## src/rtl/wb_arbiter2.sv

```systemverilog
// Two-master to one-slave pipelined Wishbone (B4, stall) arbiter in front of the RAM slave.
// M0 = instruction fetch, M1 = load/store; ownership only changes once all responses have drained.
module wb_arbiter2 #(
  parameter int AW      = 30,
  parameter int DW      = 32,
  parameter int MAX_OUT = 4,
  parameter int RR      = 1,
  localparam int SW     = DW / 8,
  localparam int CW     = $clog2(MAX_OUT + 1)
) (
  input  logic          clk_i,
  input  logic          rst_i,
  input  logic          m0_cyc_i,
  input  logic          m0_stb_i,
  input  logic          m0_we_i,
  input  logic [AW-1:0] m0_addr_i,
  input  logic [SW-1:0] m0_sel_i,
  input  logic [DW-1:0] m0_dat_i,
  output logic          m0_ack_o,
  output logic          m0_err_o,
  output logic          m0_stall_o,
  output logic [DW-1:0] m0_dat_o,
  input  logic          m1_cyc_i,
  input  logic          m1_stb_i,
  input  logic          m1_we_i,
  input  logic [AW-1:0] m1_addr_i,
  input  logic [SW-1:0] m1_sel_i,
  input  logic [DW-1:0] m1_dat_i,
  output logic          m1_ack_o,
  output logic          m1_err_o,
  output logic          m1_stall_o,
  output logic [DW-1:0] m1_dat_o,
  output logic          s_cyc_o,
  output logic          s_stb_o,
  output logic          s_we_o,
  output logic [AW-1:0] s_addr_o,
  output logic [SW-1:0] s_sel_o,
  output logic [DW-1:0] s_dat_o,
  input  logic          s_ack_i,
  input  logic          s_err_i,
  input  logic          s_stall_i,
  input  logic [DW-1:0] s_dat_i,
  output logic [1:0]    grant_o,
  output logic          proto_err_o,
  output logic [1:0]    dbg_state_o,
  output logic [CW-1:0] dbg_cnt_o
);

  // Handshake: a request transfers on a cycle with cyc & stb & !stall; each accepted
  // request receives exactly one ack or err on a later cycle while cyc is still high.

  typedef enum logic [1:0] {
    ST_IDLE = 2'd0,
    ST_G0   = 2'd1,
    ST_G1   = 2'd2
  } state_e;

  state_e        state_q;
  logic          last_q;
  logic [1:0]    grant_q;
  logic [CW-1:0] cnt_q;
  logic [CW-1:0] cnt_d;
  logic          first_q;
  logic          proto_err_q;

  logic          own_cyc;
  logic          own_stb;
  logic          own_we;
  logic [AW-1:0] own_addr;
  logic [SW-1:0] own_sel;
  logic [DW-1:0] own_dat;
  logic          granted;
  logic          full;
  logic          resp;
  logic          resp_ok;
  logic          inc;
  logic          pick_m1;

  always_comb begin
    own_cyc  = 1'b0;
    own_stb  = 1'b0;
    own_we   = 1'b0;
    own_addr = '0;
    own_sel  = '0;
    own_dat  = '0;
    case (state_q)
      ST_G0: begin
        own_cyc  = m0_cyc_i;
        own_stb  = m0_stb_i;
        own_we   = m0_we_i;
        own_addr = m0_addr_i;
        own_sel  = m0_sel_i;
        own_dat  = m0_dat_i;
      end
      ST_G1: begin
        own_cyc  = m1_cyc_i;
        own_stb  = m1_stb_i;
        own_we   = m1_we_i;
        own_addr = m1_addr_i;
        own_sel  = m1_sel_i;
        own_dat  = m1_dat_i;
      end
      default: ;
    endcase
  end

  assign granted = (state_q != ST_IDLE);
  assign full    = (cnt_q == CW'(MAX_OUT));

  // Responses in the first cycle after reset belong to a pre-reset request: ignore them.
  assign resp    = s_ack_i | s_err_i;
  assign resp_ok = resp & ~first_q & (cnt_q != '0);

  assign s_cyc_o  = granted & own_cyc;
  assign s_stb_o  = granted & own_cyc & own_stb & ~full;
  assign s_we_o   = own_we;
  assign s_addr_o = own_addr;
  assign s_sel_o  = own_sel;
  assign s_dat_o  = own_dat;

  assign m0_stall_o = (state_q == ST_G0) ? (s_stall_i | full) : 1'b1;
  assign m1_stall_o = (state_q == ST_G1) ? (s_stall_i | full) : 1'b1;

  // An aborted owner (cyc low) still drains its responses, but they are not forwarded.
  assign m0_ack_o = (state_q == ST_G0) & m0_cyc_i & s_ack_i & resp_ok;
  assign m0_err_o = (state_q == ST_G0) & m0_cyc_i & s_err_i & resp_ok;
  assign m1_ack_o = (state_q == ST_G1) & m1_cyc_i & s_ack_i & resp_ok;
  assign m1_err_o = (state_q == ST_G1) & m1_cyc_i & s_err_i & resp_ok;

  assign m0_dat_o = s_dat_i;
  assign m1_dat_o = s_dat_i;

  assign inc = s_stb_o & ~s_stall_i;

  always_comb begin
    cnt_d = cnt_q;
    if (inc && !resp_ok) begin
      cnt_d = cnt_q + CW'(1);
    end else if (!inc && resp_ok) begin
      cnt_d = cnt_q - CW'(1);
    end
  end

  assign pick_m1 = (RR != 0) ? ~last_q : 1'b1;

  always_ff @(posedge clk_i or negedge rst_i) begin
    if (!rst_i) begin
      state_q <= ST_IDLE;
      last_q  <= 1'b1;
      grant_q <= 2'b00;
    end else begin
      case (state_q)
        ST_IDLE: begin
          if (m0_cyc_i && m1_cyc_i) begin
            state_q <= pick_m1 ? ST_G1 : ST_G0;
            grant_q <= pick_m1 ? 2'b10 : 2'b01;
          end else if (m0_cyc_i) begin
            state_q <= ST_G0;
            grant_q <= 2'b01;
          end else if (m1_cyc_i) begin
            state_q <= ST_G1;
            grant_q <= 2'b10;
          end
        end
        ST_G0: begin
          if (!m0_cyc_i && cnt_d == '0) begin
            last_q <= 1'b0;
            if (m1_cyc_i) begin
              state_q <= ST_G1;
              grant_q <= 2'b10;
            end else begin
              state_q <= ST_IDLE;
              grant_q <= 2'b00;
            end
          end
        end
        ST_G1: begin
          if (!m1_cyc_i && cnt_d == '0) begin
            last_q <= 1'b1;
            if (m0_cyc_i) begin
              state_q <= ST_G0;
              grant_q <= 2'b01;
            end else begin
              state_q <= ST_IDLE;
              grant_q <= 2'b00;
            end
          end
        end
        default: begin
          state_q <= ST_IDLE;
          grant_q <= 2'b00;
        end
      endcase
    end
  end

  always_ff @(posedge clk_i or negedge rst_i) begin
    if (!rst_i) begin
      cnt_q       <= '0;
      first_q     <= 1'b1;
      proto_err_q <= 1'b0;
    end else begin
      cnt_q   <= cnt_d;
      first_q <= 1'b0;
      if (resp && !first_q && cnt_q == '0) begin
        proto_err_q <= 1'b1;
      end
    end
  end

  assign grant_o     = grant_q;
  assign proto_err_o = proto_err_q;
  assign dbg_state_o = state_q;
  assign dbg_cnt_o   = cnt_q;

endmodule

```

## config.mk

```make
export PLATFORM = sky130hd
export DESIGN_NAME = wb_arbiter2
export DESIGN_NICKNAME = d
export VERILOG_FILES = /design/src/rtl/wb_arbiter2.sv
export SDC_FILE = /design/constraint.sdc
export NUM_CORES = 1
export LEC_CHECK = 0
export CAP_MARGIN = 0
export CORE_AREA = 2 2 124 126
export CTS_CLUSTER_SIZE = 8
export DETAILED_ROUTE_END_ITERATION = 8
export DIE_AREA = 0 0 126 128
export GPL_TIMING_DRIVEN = 0
export PLACE_DENSITY = 0.6
export SYNTH_ARGS = -nofsm -noshare
export SYNTH_HDL_FRONTEND = slang
export SYNTH_SLANG_ARGS = --single-unit
```

## constraint.sdc

```tcl
create_clock -name clk_i -period 3.35 [get_ports clk_i]
set_input_delay 0.67 -clock clk_i [delete_from_list [all_inputs] [get_ports clk_i]]
set_output_delay 0.67 -clock clk_i [all_outputs]
set_load 0.01 [all_outputs]
```

# Word level (Yosys, flattened, before mapping)
# Cells that the tools add are included.
# W data, S select, Z words.
dict set report classes {
  n_addsub 2
  multipliers 0
  div 0
  magnitude_cmp 0
  eq_ne 6
  shift 0
  mux 22
  n_bitwise 21
  reduce_logical 20
}
# operator count
set ops {}
lappend ops {{$pmux W32 S2} 1}
lappend ops {{$pmux W30 S2} 1}
lappend ops {{$and A1 B1 Y1} 16}
lappend ops {{$mux W2} 7}
lappend ops {{$pmux W1 S2} 4}
lappend ops {{$pmux W4 S2} 1}
lappend ops {{$logic_and A1 B1 Y1} 7}
lappend ops {{$logic_not A3 Y1} 2}
lappend ops {{$mux W3} 2}
lappend ops {{$pmux W2 S3} 1}
lappend ops {{$reduce_and A3 Y1} 2}
lappend ops {{$logic_not A1 Y1} 5}
lappend ops {{$mux W1} 5}
lappend ops {{$ne A2 B1 Y1 const B} 2}
lappend ops {{$ne A4 B4 Y1 const B} 1}
lappend ops {{$reduce_bool A2 Y1} 2}
lappend ops {{$add A3 B1 Y3 const B} 1}
lappend ops {{$eq A3 B3 Y1 const B} 1}
lappend ops {{$not A1 Y1} 3}
lappend ops {{$reduce_bool A3 Y1} 1}
lappend ops {{$sub A3 B1 Y3 const B} 1}
lappend ops {{$eq A2 B1 Y1 const B} 1}
lappend ops {{$eq A2 B2 Y1 const B} 1}
lappend ops {{$logic_not A2 Y1} 1}
lappend ops {{$or A1 B1 Y1} 2}
dict set report word_totals {
  register_bits 8
  latchBits 0
  ramBits 0
  mem_bits_ro 0
  in_bits 175
  out_inout_bits 147
  word_cells 76
  mem_count 0
}

# Longest topological paths before layout
dict set report logic_depth {
  depth_word 14
  ltp_mapped 9
  mapped_depth_nobuf 8
}

# Worst setup path before layout
# Ideal clock, no wire load.
dict set report synth_path {
  path_type {register to output}
  startpoint {register grant_o[0] (netlist name)}
  endpoint {output s_dat_o[0]}
  arrival_ns 1.624
  required_ns 2.680
  slack_ns 1.056
  path_stages_with_launch 7
  n_path_buf 2
  cell_sequence {dfrtp_1 > inv_1 > ha_1 > clkbuf_1 > clkbuf_1 > a22oi_1 > nor2b_1}
}
# item line
set synth_lines {}
lappend synth_lines {{end, declared} 38} ;# output logic [DW-1:0] s_dat_o,

==> summary.md <==
| Metric | Value |
|---|---|
| Tot Pwr | between 2 and 3 mW |
| Count leader, synth | nor2b_1 |
| Static Leak | 2.06 nW |
| Least-Margin Pin Slew | 0.522 ns |
| Ratio of cells with drive above 1 in the final layout | ~17% |
| Final ANT Viol Nets | 0 |
| Core Area | 0.0149 mm² |
| Row Count | 45 |
| Total gr overflow | 0 |
| Vias in the first global route | around 3300 |
| Area Growth Syn to Fin | 140% |
| Top cells by area, synth | a22oi_1, buf_4, nor2b_1 |
| Later-pin clock latency in the skew report | between 0.2 and 0.25 ns |
| Hpwl dp | around 11000 µm |
| Design Area, Final | 0.00555 mm² |
| Arr. time, crit path | between 2 and 2.5 ns |
| Iter 0 DRT Violations | 85 |
| Crit Path Max Fanout | 10 |
| Synth Instances | between 300 and 400 |
| Flop and latch count out of synthesis | 8 |
| First-pass DRT Iterations | 4 |
| Global Route Usage Sum | between 10% and 20% |
| Sequential area share after synthesis | a little under 9% |
| Clock period minus worst slack | 3.15 ns |
| Top post-synthesis cells by count | nor2b_1, a22oi_1, buf_4 |
| Max Freq | 0.317 GHz |
| RSZ-0062 raised after global routing | yes |
| FF-to-FF path depth | 9 |
| Reg-to-Reg End | last_q |
| CTS root buffer | clkbuf_16 |
| Worst hold start | proto_err_o |
| Syn_area_per_cell | 7.36 µm² |
| Initial Util | approximately 16% |
| DR vias | approximately 3300 |
| Synth Warn # | 0 |
| Syn Nets | about 500 |
| CTS tree | built |
| Critical path launch point type | register |
| Final hold violation count | 0 |
| Ports | ~320 |
| Die area | approximately 0.016 mm² |
| Avg WL per Cell | between 15 and 20 µm |
| Worst VDD drop | about 0.2 mV |
| Worst hold path cell count | 1 |
| N_diodes | 0 |
| Post-DP Area | 0.00544 mm² |
| Pwr Density | about 520 mW/mm² |
| Die Y | 128 µm |
| Hold endpoint | proto_err_o |
| Post-synthesis cell type count | 42 |
| Initial antenna violation count | 0 |
| Final clock skew | 0.000908 ns |
| First-pass GRT wire length | ~18000 µm |
| CTS H-tree lvls | 1 |
| Die width | about 130 µm |
| Worst Path Required | ~2.7 ns |
| Slew Limit Headroom | approximately two thirds |
| Reg2reg setup slack | around 0.85 ns |
| Aggregate routed wire length | 12900 µm |
| Async SR Flop Fraction | 100% |
| Top FF cell, synth | dfrtp_1 |
| PortBufs | slightly below 300 |
| Clock sink total | 8 |
| Largest net degree at the start of global routing | 11 |
| DRC viols | 0 |
| Num CTS Buffers | 3 |
| Post-CTS Setup Bufs | 0 |
| Post-synth top area share | roughly 22% |
| Hold buffers post-CTS | 0 |
| Crit path kind | reg2out |
| Nets | 790 |
| Max_cap viols | 0 |
| Final core utilization | 37.3% |
| Area leader, netlist | a22oi_1 |
| Outcome | complete, no violations |
| Slew Limit Fails | 0 |
| Worst R2R Start | grant_o[1] |
| Gpl congestion | roughly 0.79 |
| Clock transition at path regs | ~0.040 ns |
| DR vias/cell | 4.19 |
| CTS max path bufs | 2 |
| Tcrit/Tclk final | 94.1% |
| Mapped Area | 0.00231 mm² |
| Setup crit end kind | output port |
| Post-synth EDFFs | 0 |
| Final setup fails | 0 |
| Worst min path class | reg2reg |
-- layout make-up --
cell class | count | area, µm²
fill | 1550 | 9320
timing repair buffer | 289 | 2890
multi-input combinational | 209 | 1480
buffer | 91 | 634
tap | 188 | 235
sequential | 8 | 203
clock buffer | 3 | 75.1
inverter | 6 | 22.5
-- stage by stage --
stage	setup TNS [ns]	instances	setup slack, ns	hold WS (ns)
after CTS	0	794	0.00695	0.487
after global placement	-1.87	791	-0.277	0.456
after floorplan	0	314	1.06	0.374
after detailed placement	-2.04	791	-0.291	0.447
final	0	794	0.197	0.477
after global routing	-0.00313	794	-0.00162	0.512
-- where the power goes --
group,leakage [nW],switching [mW],internal [mW],total [mW]
Combinational,1.93,1.16,1.31,2.47
Sequential,0.0920,0.0494,0.137,0.186
Clock,0.0370,0.0483,0.154,0.202
-- worst max-delay path: stages (launching register included) --
cell             delay (ns)
dfrtp_1                0.42
inv_1                  0.13
ha_1                   0.23
clkbuf_2               0.29
clkbuf_4               0.31
a22oi_1                0.17
nor2b_1                0.16
clkdlybuf4s50_1        0.55
-- per-layer routing --
layer  vias up  global-route usage [%]  wire, µm
met5         -                       0         0
met4         0                    1.81       131
met3        10                    2.96       875
met2       168                    26.5      6670
met1      1521                    17.4      5170
li1       1629                       -         -
-- state kept, by name, summed over array words and instances, names as in the netlist --
name         count
dbg_cnt_o        3
proto_err_o      1
last_q           1
grant_o          2
first_q          1
-- cell usage in the layout, fill, tap and decap left out, types with 3 or more instances in the layout --
cell and instances:
nand2_1 11, nor2_1 8, inv_1 6, clkbuf_1 3, nor2b_1 69, mux2i_1 3
clkbuf_16 3, clkdlybuf4s50_1 289, nand3_1 4, buf_4 66, ha_1 7, a22oi_1 67
dfrtp_1 6, buf_2 5, clkbuf_2 13, o21ai_0 5
-- worst max-delay path by stage --
stage | start | to | slack, ns
final | grant_o[0] | s_dat_o[6] | 0.20
after global routing | grant_o[0] | s_dat_o[19] | -0.002
after CTS | grant_o[1] | s_addr_o[18] | 0.007
after detailed placement | grant_o[0] | s_dat_o[6] | -0.29
after global placement | grant_o[0] | s_dat_o[6] | -0.28
after floorplan | grant_o[0] | s_dat_o[0] | 1.06
-- logic make-up (layout without fill, tap and decap cells) --
kind of cell	Yosys count	after routing	synth area share, %
flip-flops	8	8	8.77
buffers and inverters	97	389	27.2
AND/OR/NAND/NOR	102	102	25.8
other	1	1	0.162
adder cells (fa/ha/maj)	8	8	4.38
multiplexers	3	3	1.30
XOR/XNOR	3	3	1.14
AO/OA/AOI/OAI	92	92	31.2
-- repair_timing --
item,CTS,global route
endpoints found under the setup margin,71,51
resized for setup,12,19
hold endpoints to repair,0,0
No activity file was read; power rests on OpenSTA's default activity.
